===== src/rtl/cfg_load_ctrl.sv =====
// Purpose: serial configuration loader; synchronises SpiCk/SpiDat/SpiCs, frames and
//          parity-checks one CFG_W-bit word (MSB first, plus one even-parity bit) and commits it.
// Latency: CfgWe_o/Cfg_o update 3 Clk_i edges after the first edge that samples SpiCs_ani high.
// Backpressure: none; the serial master must respect the minimum SpiCk phase and data setup/hold.
//
// Ports:
//   Clk_i, Rst_ni          system clock, async-assert active-low reset
//   SpiCk_ai, SpiDat_ai    asynchronous serial clock (rising-edge sampled) and data
//   SpiCs_ani              asynchronous active-low frame select
//   ErrClr_i               synchronous clear of the sticky error flag
//   Cfg_o, CfgWe_o         committed word and its one-cycle write strobe
//   FsmHold_o              hold request while loading or before the first valid word
//   CfgValid_o, Err_o      a word has been committed since reset; sticky frame error
module cfg_load_ctrl #(
    parameter int CFG_W   = 32,
    parameter int TIMEOUT = 1023
) (
    input  logic             Clk_i,
    input  logic             Rst_ni,
    input  logic             SpiCk_ai,
    input  logic             SpiDat_ai,
    input  logic             SpiCs_ani,
    input  logic             ErrClr_i,
    output logic [CFG_W-1:0] Cfg_o,
    output logic             CfgWe_o,
    output logic             FsmHold_o,
    output logic             CfgValid_o,
    output logic             Err_o
);

    localparam int BC_W = $clog2(CFG_W + 3);
    localparam int IC_W = $clog2(TIMEOUT + 1);
    localparam logic [BC_W-1:0] BC_FULL = BC_W'(CFG_W + 1);  // data bits + parity bit
    localparam logic [BC_W-1:0] BC_MAX  = BC_W'(CFG_W + 2);  // saturated: overflow marker
    localparam logic [IC_W-1:0] IC_LAST = IC_W'(TIMEOUT - 1);

    typedef enum logic [2:0] {IDLE, SHIFT, CHECK, COMMIT, ERROR} state_t;

    state_t            state_q, state_nxt;
    // Synchroniser chain, bit order {cs, dat, ck}
    logic [2:0]        meta_q, sync_q, hist_q;
    logic [CFG_W:0]    shift_q, shift_nxt;
    logic [BC_W-1:0]   bit_cnt_q, bit_cnt_nxt;
    logic [IC_W-1:0]   idle_cnt_q, idle_cnt_nxt;
    logic              ck_rise, cs_rise, cs_fall, cs_s, dat_s;
    logic              commit, err_set, valid_nxt;

    assign ck_rise = sync_q[0] & ~hist_q[0];
    assign cs_rise = sync_q[2] & ~hist_q[2];
    assign cs_fall = ~sync_q[2] & hist_q[2];
    assign cs_s    = sync_q[2];
    // Data history is aligned with the last low sample of SpiCk, i.e. the value
    // present just before the rising edge; the setup/hold window covers it.
    assign dat_s   = hist_q[1];

    always_ff @(posedge Clk_i or negedge Rst_ni) begin
        if (!Rst_ni) begin
            state_q <= IDLE;
        end else begin
            state_q <= state_nxt;
        end
    end

    always_comb begin
        state_nxt    = state_q;
        shift_nxt    = shift_q;
        bit_cnt_nxt  = bit_cnt_q;
        idle_cnt_nxt = idle_cnt_q;
        commit       = 1'b0;
        err_set      = 1'b0;
        case (state_q)
            IDLE: begin
                if (cs_fall) begin
                    bit_cnt_nxt  = '0;
                    idle_cnt_nxt = '0;
                    state_nxt    = SHIFT;
                end
            end
            SHIFT: begin
                // CS rise wins over a coincident SpiCk rise: that bit is dropped.
                if (cs_rise) begin
                    state_nxt = CHECK;
                end else if (ck_rise && !cs_s) begin
                    shift_nxt    = {shift_q[CFG_W-1:0], dat_s};
                    idle_cnt_nxt = '0;
                    if (bit_cnt_q != BC_MAX) begin
                        bit_cnt_nxt = bit_cnt_q + 1'b1;
                    end
                end else if (idle_cnt_q == IC_LAST) begin
                    // Counter reaches TIMEOUT on the same edge the frame aborts.
                    idle_cnt_nxt = idle_cnt_q + 1'b1;
                    err_set      = 1'b1;
                    state_nxt    = ERROR;
                end else begin
                    idle_cnt_nxt = idle_cnt_q + 1'b1;
                end
            end
            CHECK: begin
                if ((bit_cnt_q == BC_FULL) && !(^shift_q)) begin
                    commit    = 1'b1;
                    state_nxt = COMMIT;
                end else begin
                    err_set   = 1'b1;
                    state_nxt = IDLE;
                end
            end
            COMMIT: begin
                state_nxt = IDLE;
            end
            ERROR: begin
                if (cs_s) begin
                    state_nxt = IDLE;
                end
            end
            default: begin
                state_nxt = IDLE;
            end
        endcase
    end

    assign valid_nxt = CfgValid_o | commit;

    always_ff @(posedge Clk_i or negedge Rst_ni) begin
        if (!Rst_ni) begin
            meta_q     <= '0;
            sync_q     <= '0;
            hist_q     <= '0;
            shift_q    <= '0;
            bit_cnt_q  <= '0;
            idle_cnt_q <= '0;
            Cfg_o      <= '0;
            CfgWe_o    <= 1'b0;
            FsmHold_o  <= 1'b1;
            CfgValid_o <= 1'b0;
            Err_o      <= 1'b0;
        end else begin
            meta_q     <= {SpiCs_ani, SpiDat_ai, SpiCk_ai};
            sync_q     <= meta_q;
            hist_q     <= sync_q;
            shift_q    <= shift_nxt;
            bit_cnt_q  <= bit_cnt_nxt;
            idle_cnt_q <= idle_cnt_nxt;
            CfgWe_o    <= commit;
            if (commit) begin
                Cfg_o <= shift_q[CFG_W:1];
            end
            CfgValid_o <= valid_nxt;
            FsmHold_o  <= (state_nxt != IDLE) | ~valid_nxt;
            // Set has priority over a same-cycle clear.
            Err_o      <= err_set | (Err_o & ~ErrClr_i);
        end
    end

endmodule


===== config.mk =====
export PLATFORM = sky130hd
export DESIGN_NAME = cfg_load_ctrl
export DESIGN_NICKNAME = d
export VERILOG_FILES = /design/src/rtl/cfg_load_ctrl.sv
export SDC_FILE = /design/constraint.sdc
export NUM_CORES = 1
export LEC_CHECK = 0
export CAP_MARGIN = 20
export CORE_MARGIN = 2
export CORE_UTILIZATION = 55
export DETAILED_ROUTE_END_ITERATION = 6
export DONT_BUFFER_PORTS = 1
export PLACE_DENSITY = 0.71
export SLEW_MARGIN = 20
export SYNTH_ARGS = -nofsm -noshare
export SYNTH_HDL_FRONTEND = slang
export SYNTH_SLANG_ARGS = --single-unit

===== constraint.sdc =====
create_clock -name Clk_i -period 3.4 [get_ports Clk_i]
set_input_delay 0.51 -clock Clk_i [delete_from_list [all_inputs] [get_ports Clk_i]]
set_output_delay 0.51 -clock Clk_i [all_outputs]
set_load 0.01 [all_outputs]

**Word level (Yosys, flattened, before mapping)**

Cells that the tools add are included.

- Logic and storage cells: 71
- Output and inout port bits: 36
- Register bits: 97

- Add/sub/neg operators: 2
- Bitwise operators: 13
- Equality and inequality tests: 10
- Reductions and logical operators: 11
- Mux-type cells: 23

Operators with widths:

| kind | count |
|---|---|
| XOR reduction 33 bit | 1 |
| 2-to-1 mux 10 bit | 3 |
| 2-to-1 mux 6 bit | 4 |
| case mux 10 bit (2 select lines) | 1 |
| 2-to-1 mux 3 bit | 5 |
| case mux 3 bit (4 select lines) | 1 |
| case mux 6 bit (2 select lines) | 1 |
| adder 10 x 1 -> 10 bit (second input constant) | 1 |
| equality test 10 bit (second input constant) | 1 |
| inequality test 2 bit (second input constant) | 4 |
| adder 6 x 1 -> 6 bit (second input constant) | 1 |
| equality test 6 bit (second input constant) | 1 |
| 2-to-1 mux 1 bit | 6 |
| inequality test 6 bit (second input constant) | 1 |
| inverter 1 bit | 6 |
| AND reduction 3 bit | 2 |
| AND reduction 5 bit | 1 |
| bitwise AND 1 bit | 4 |
| equality test 3 x 1 -> 1 bit (second input constant) | 1 |
| equality test 3 x 2 -> 1 bit (second input constant) | 1 |
| equality test 3 bit (second input constant) | 1 |
| logical NOT 3 bit | 1 |
| bitwise OR 1 bit | 3 |
| nonzero test 3 bit | 1 |
| other kinds (5) | 7 |

**Logic depth before layout (Yosys ltp)**

- Depth in word-level cells: 8
- Depth in mapped cells: 7
- Depth with buffers taken out: 6

**Worst setup path after synthesis**

No wires, ideal clock.

- Path type: reg2reg
- From: register shift_q[12]
- To: register Cfg_o[12]
- Slack: 1.075 ns
- Cell stages (with the launch flop): 8
- Arrival: 2.200 ns
- Clock period less this slack: 2.325 ns
- Data required time: 3.275 ns
- Cell sequence: dfrtp_1 xor2_1 xnor2_1 xnor2_1 xnor3_1 mux2i_4 buf_6 mux2_2

- Longest elaborated chain between the ends: 5

Ends and longest elaborated chain:

| element | RTL line | source |
|---|---|---|
| start: declaration | 42 | `logic [CFG_W:0] shift_q, shift_nxt;` |
| start signal: assignment | 140 | `shift_q <= shift_nxt;` |
| XOR reduction 33 bit | 99 | `if ((bit_cnt_q == BC_FULL) && !(^shift_q)) begin` |
| logical NOT 1 bit | 99 |  |
| logical AND 1 bit | 99 |  |
| 2-to-1 mux 1 bit | 99 |  |
| 2-to-1 mux 1 bit | 71 | `case (state_q)` |
| end signal: assignment | 145 | `Cfg_o <= shift_q[CFG_W:1];` |
| end: declaration | 24 | `output logic [CFG_W-1:0] Cfg_o,` |

Every way passes these cells.
A chain may end at the register's enable or synchronous reset.

**Worst setup path after layout**

- From: register shift_q[10]
- To: register Cfg_o[9]

- Longest elaborated chain between the ends: 5

Ends and longest elaborated chain:

| element | RTL line |
|---|---|
| XOR reduction 33 bit | 99 |
| logical NOT 1 bit | 99 |
| logical AND 1 bit | 99 |
| 2-to-1 mux 1 bit | 99 |
| 2-to-1 mux 1 bit | 71 |

Several ways; a longest one is shown, not always the timed one.

==> out/qor.yml <==
status:
  status: "finished clean"
pwr:
  combPwrFrac_pct: 14.8
  p_int_w: 0.001885
  power.density_nw_per_um2: 556.0
  pwr-share-clk_pct: 34.0
  vdd_ir_drop_max_v: 0.0003355
  p_leak_nw: 2.222
  switchingPower_w: 0.0006289
  p_sw_share_pct: 25.02
  seq_power_share_pct: 51.2
global_routing:
  antenna_found_initial: 0
  grt_pass1_wl_um: 11410
  globalRouteTotalUtil_pct: 17.23
  grt_pass1_vias: 2352
  grt-ovfl-total: 0
  grt_start_max_net_pins: 98
place:
  placed_cell_area_um2: 4262
  io_buffers: 0
  place_inst: 402
  dp.final_hpwl_um: 4346
  gp_congestion: 0.7943
clocking:
  cts_resized: 0
  clock-root-buffer: "clkbuf_8"
  postCtsHoldBufs: 1
  path_clk_slew_ps: 90
  postCtsSetupBuffers: 0
  cts_made_buffers: 9
  cts_tree: "built"
  clockBufferDepth: 2
  clock_latency_ps: 350
  clock-sinks: 97
  cts.htree.levels: 3
setup_path:
  crit_path_top_delay_cell: "xnor3_1"
  slowest_delay_ps: 470
  rrSetupSlack_ps: 800
  worstSetupEndpointType: "register"
  r2r_end: "Cfg_o[9]"
  crit_top_cell: "xnor2_1"
  arrival_ps: 2830
  path_buf_inv: 1
  crit_required_ps: 3630
  crit_path_cell_trace: "xnor2_1 -> xnor2_1 -> xnor2_1 -> xnor3_1 -> mux2i_4 -> buf_4 -> mux2_2"
  setup.worst_path.start_class: "register"
  r2r_start: "shift_q[10]"
  crit_fanout: 37
  crit_family: "XOR/XNOR gates"
  r2r_cells: 7
  crit_type: "reg -> reg"
synthesis:
  syn_area_per_cell_um2: 13.58
  ys_ff_latch: 97
  synth_top_cell_by_area: "dfrtp_1"
  yosys_warnings: 0
  synth_area_leaders: "dfrtp_1 58%, mux2_2 17%, xnor2_1 5.3%"
  postSynthCellCount: 306
  synth.top_cell.area_share_pct: 57.80
  ys.flop_type: "dfrtp_1"
  async_flop_share_pct: 100.0
  syn_area_um2: 4156
  synth_common_cells: "96 x dfrtp_1, 63 x mux2_2, 25 x xnor2_1"
  synth.most_common_cell: "dfrtp_1"
  yosysUniqueCellTypes: 34
  ys_seq_area_share_pct: 58.43
  synth_edf_count: 0
  syn-num-nets: 317
detailed_routing:
  drt.antenna.violating_nets: 0
  wl_per_cell_um: 15.94
  first_pass_iters: 4
  drt_iter0_drc: 66
  vias_per_cell: 5.471
  drc_errors: 0
  vias: 2287
  routed_wl_um: 6662
sta:
  tightest_slew_ps: 648.2
  post-route-min-period_ps: 2601
  finClkSkew_ps: 8.392
  slew_violations: 0
  period_share_pct: 76.50
  tns_ps: 0
  rsz0062_at_grt: "false"
  final-setup-viol-count: 0
  finalHoldViolCount: 0
  fmax_ghz: 0.3845
  relSlewSlack_pct: 56.46
floorplanning:
  initial_core_util_pct: 57.00
  die_x_um: 90.93
  dieArea_um2: 8268
  pin_count: 42
  die_h_um: 90.93
  core_um2: 7292
  row_count: 31
finish:
  drive_above_1_share_pct: 27.59
  fillCellCount: 593
  postLayoutCellArea_um2: 4521
  syn_to_final_growth_pct: 8.760
  utilization_pct: 61.99
  num_antenna_cells: 0
  final_nets: 326
  final_cells: 418
worst_hold_path:
  hold_class: "in -> async"
flow_run:
  maxCapViolCount: 0
[kinds of logic (layout without fill, tap and decap cells)]
| group | Yosys count | after routing | synth area share, % |
|---|---|---|---|
| flip-flops | 97 | 97 | 58.43 |
| multiplexers | 66 | 66 | 18.15 |
| AND/OR/NAND/NOR | 65 | 65 | 8.127 |
| XOR/XNOR | 39 | 39 | 8.880 |
| AO/OA/AOI/OAI | 21 | 21 | 3.191 |
| buffers and inverters | 13 | 26 | 1.716 |
| adder cells (fa/ha/maj) | 5 | 5 | 1.505 |
[power by group through the flow]
stage | combinational [W] | sequential (W) | clock [W]
global route | 0.000415 | 0.00130 | 0.000941
finish | 0.000373 | 0.00129 | 0.000854
detailed placement | 0.000353 | 0.00131 | 0
CTS | 0.000381 | 0.00129 | 0.000879
global placement | 0.000339 | 0.00131 | 0
floorplan | 0.000295 | 0.00129 | 0
[area by class of cell]
cell class                      instances  area, um^2  share of cell area (%)
Tap cell                               99       123.9                   2.740
Clock buffer                           10       127.6                   2.823
Timing Repair Buffer                    5       57.56                   1.273
Inverter                                6       22.52                  0.4982
Clock inverter                          5       103.9                   2.297
Sequential cell                        97        2429                   53.72
Multi-Input combinational cell        196        1657                   36.65
[worst max path at each step]
stage,endpoint,slack (ps),startpoint,cells after the start
2_1_floorplan,Cfg_o[12],1070,shift_q[12],7
5_1_grt,Cfg_o[16],660,shift_q[29],7
6_report,Cfg_o[9],800,shift_q[10],7
3_5_place_dp,Cfg_o[9],830,shift_q[29],7
4_1_cts,Cfg_o[9],760,shift_q[10],7
3_3_place_gp,Cfg_o[2],880,shift_q[12],7
[sequential cells by signal, indices dropped and copies added (netlist names)]
signal	flops
sync_q	3
CfgWe_o	1
idle_cnt_q	10
Err_o	1
shift_q	33
FsmHold_o	1
bit_cnt_q	6
Cfg_o	32
hist_q	3
CfgValid_o	1
meta_q	3
state_q	3
[layer usage]
metal	track usage (%)	vias to the layer above	part of all wire [%]
met5	0	-	0
met2	27.47	44	49
met3	6.390	7	5.1
li1	-	1071	-
met1	22.34	1165	44
met4	4.672	0	0.99
[through the flow]
step,hold WS (ps),setup slack [ps],total power [W]
after global routing,92.80,658.7,0.002654
final,70.80,798.9,0.002514
after global placement,216.9,884.2,0.001646
after CTS,83.39,761.6,0.002547
after detailed placement,217.2,829.4,0.001662
after floorplan,214.4,1075,0.001584
[placed cells by master (no fill, tap or decap), types with 5 or more instances in the layout]
| cell | synthesis | routed |
|---|---|---|
| xor2_1 | 12 | 12 |
| dfrtp_1 | 96 | 96 |
| inv_1 | 6 | 6 |
| mux2_2 | 63 | 63 |
| clkbuf_8 | 0 | 9 |
| nand2b_1 | 5 | 5 |
| ha_1 | 5 | 5 |
| nor2_1 | 15 | 15 |
| xnor2_1 | 25 | 25 |
| nand2_1 | 14 | 14 |
| o21ai_0 | 8 | 8 |
Power figures use the tool's default switching activity.
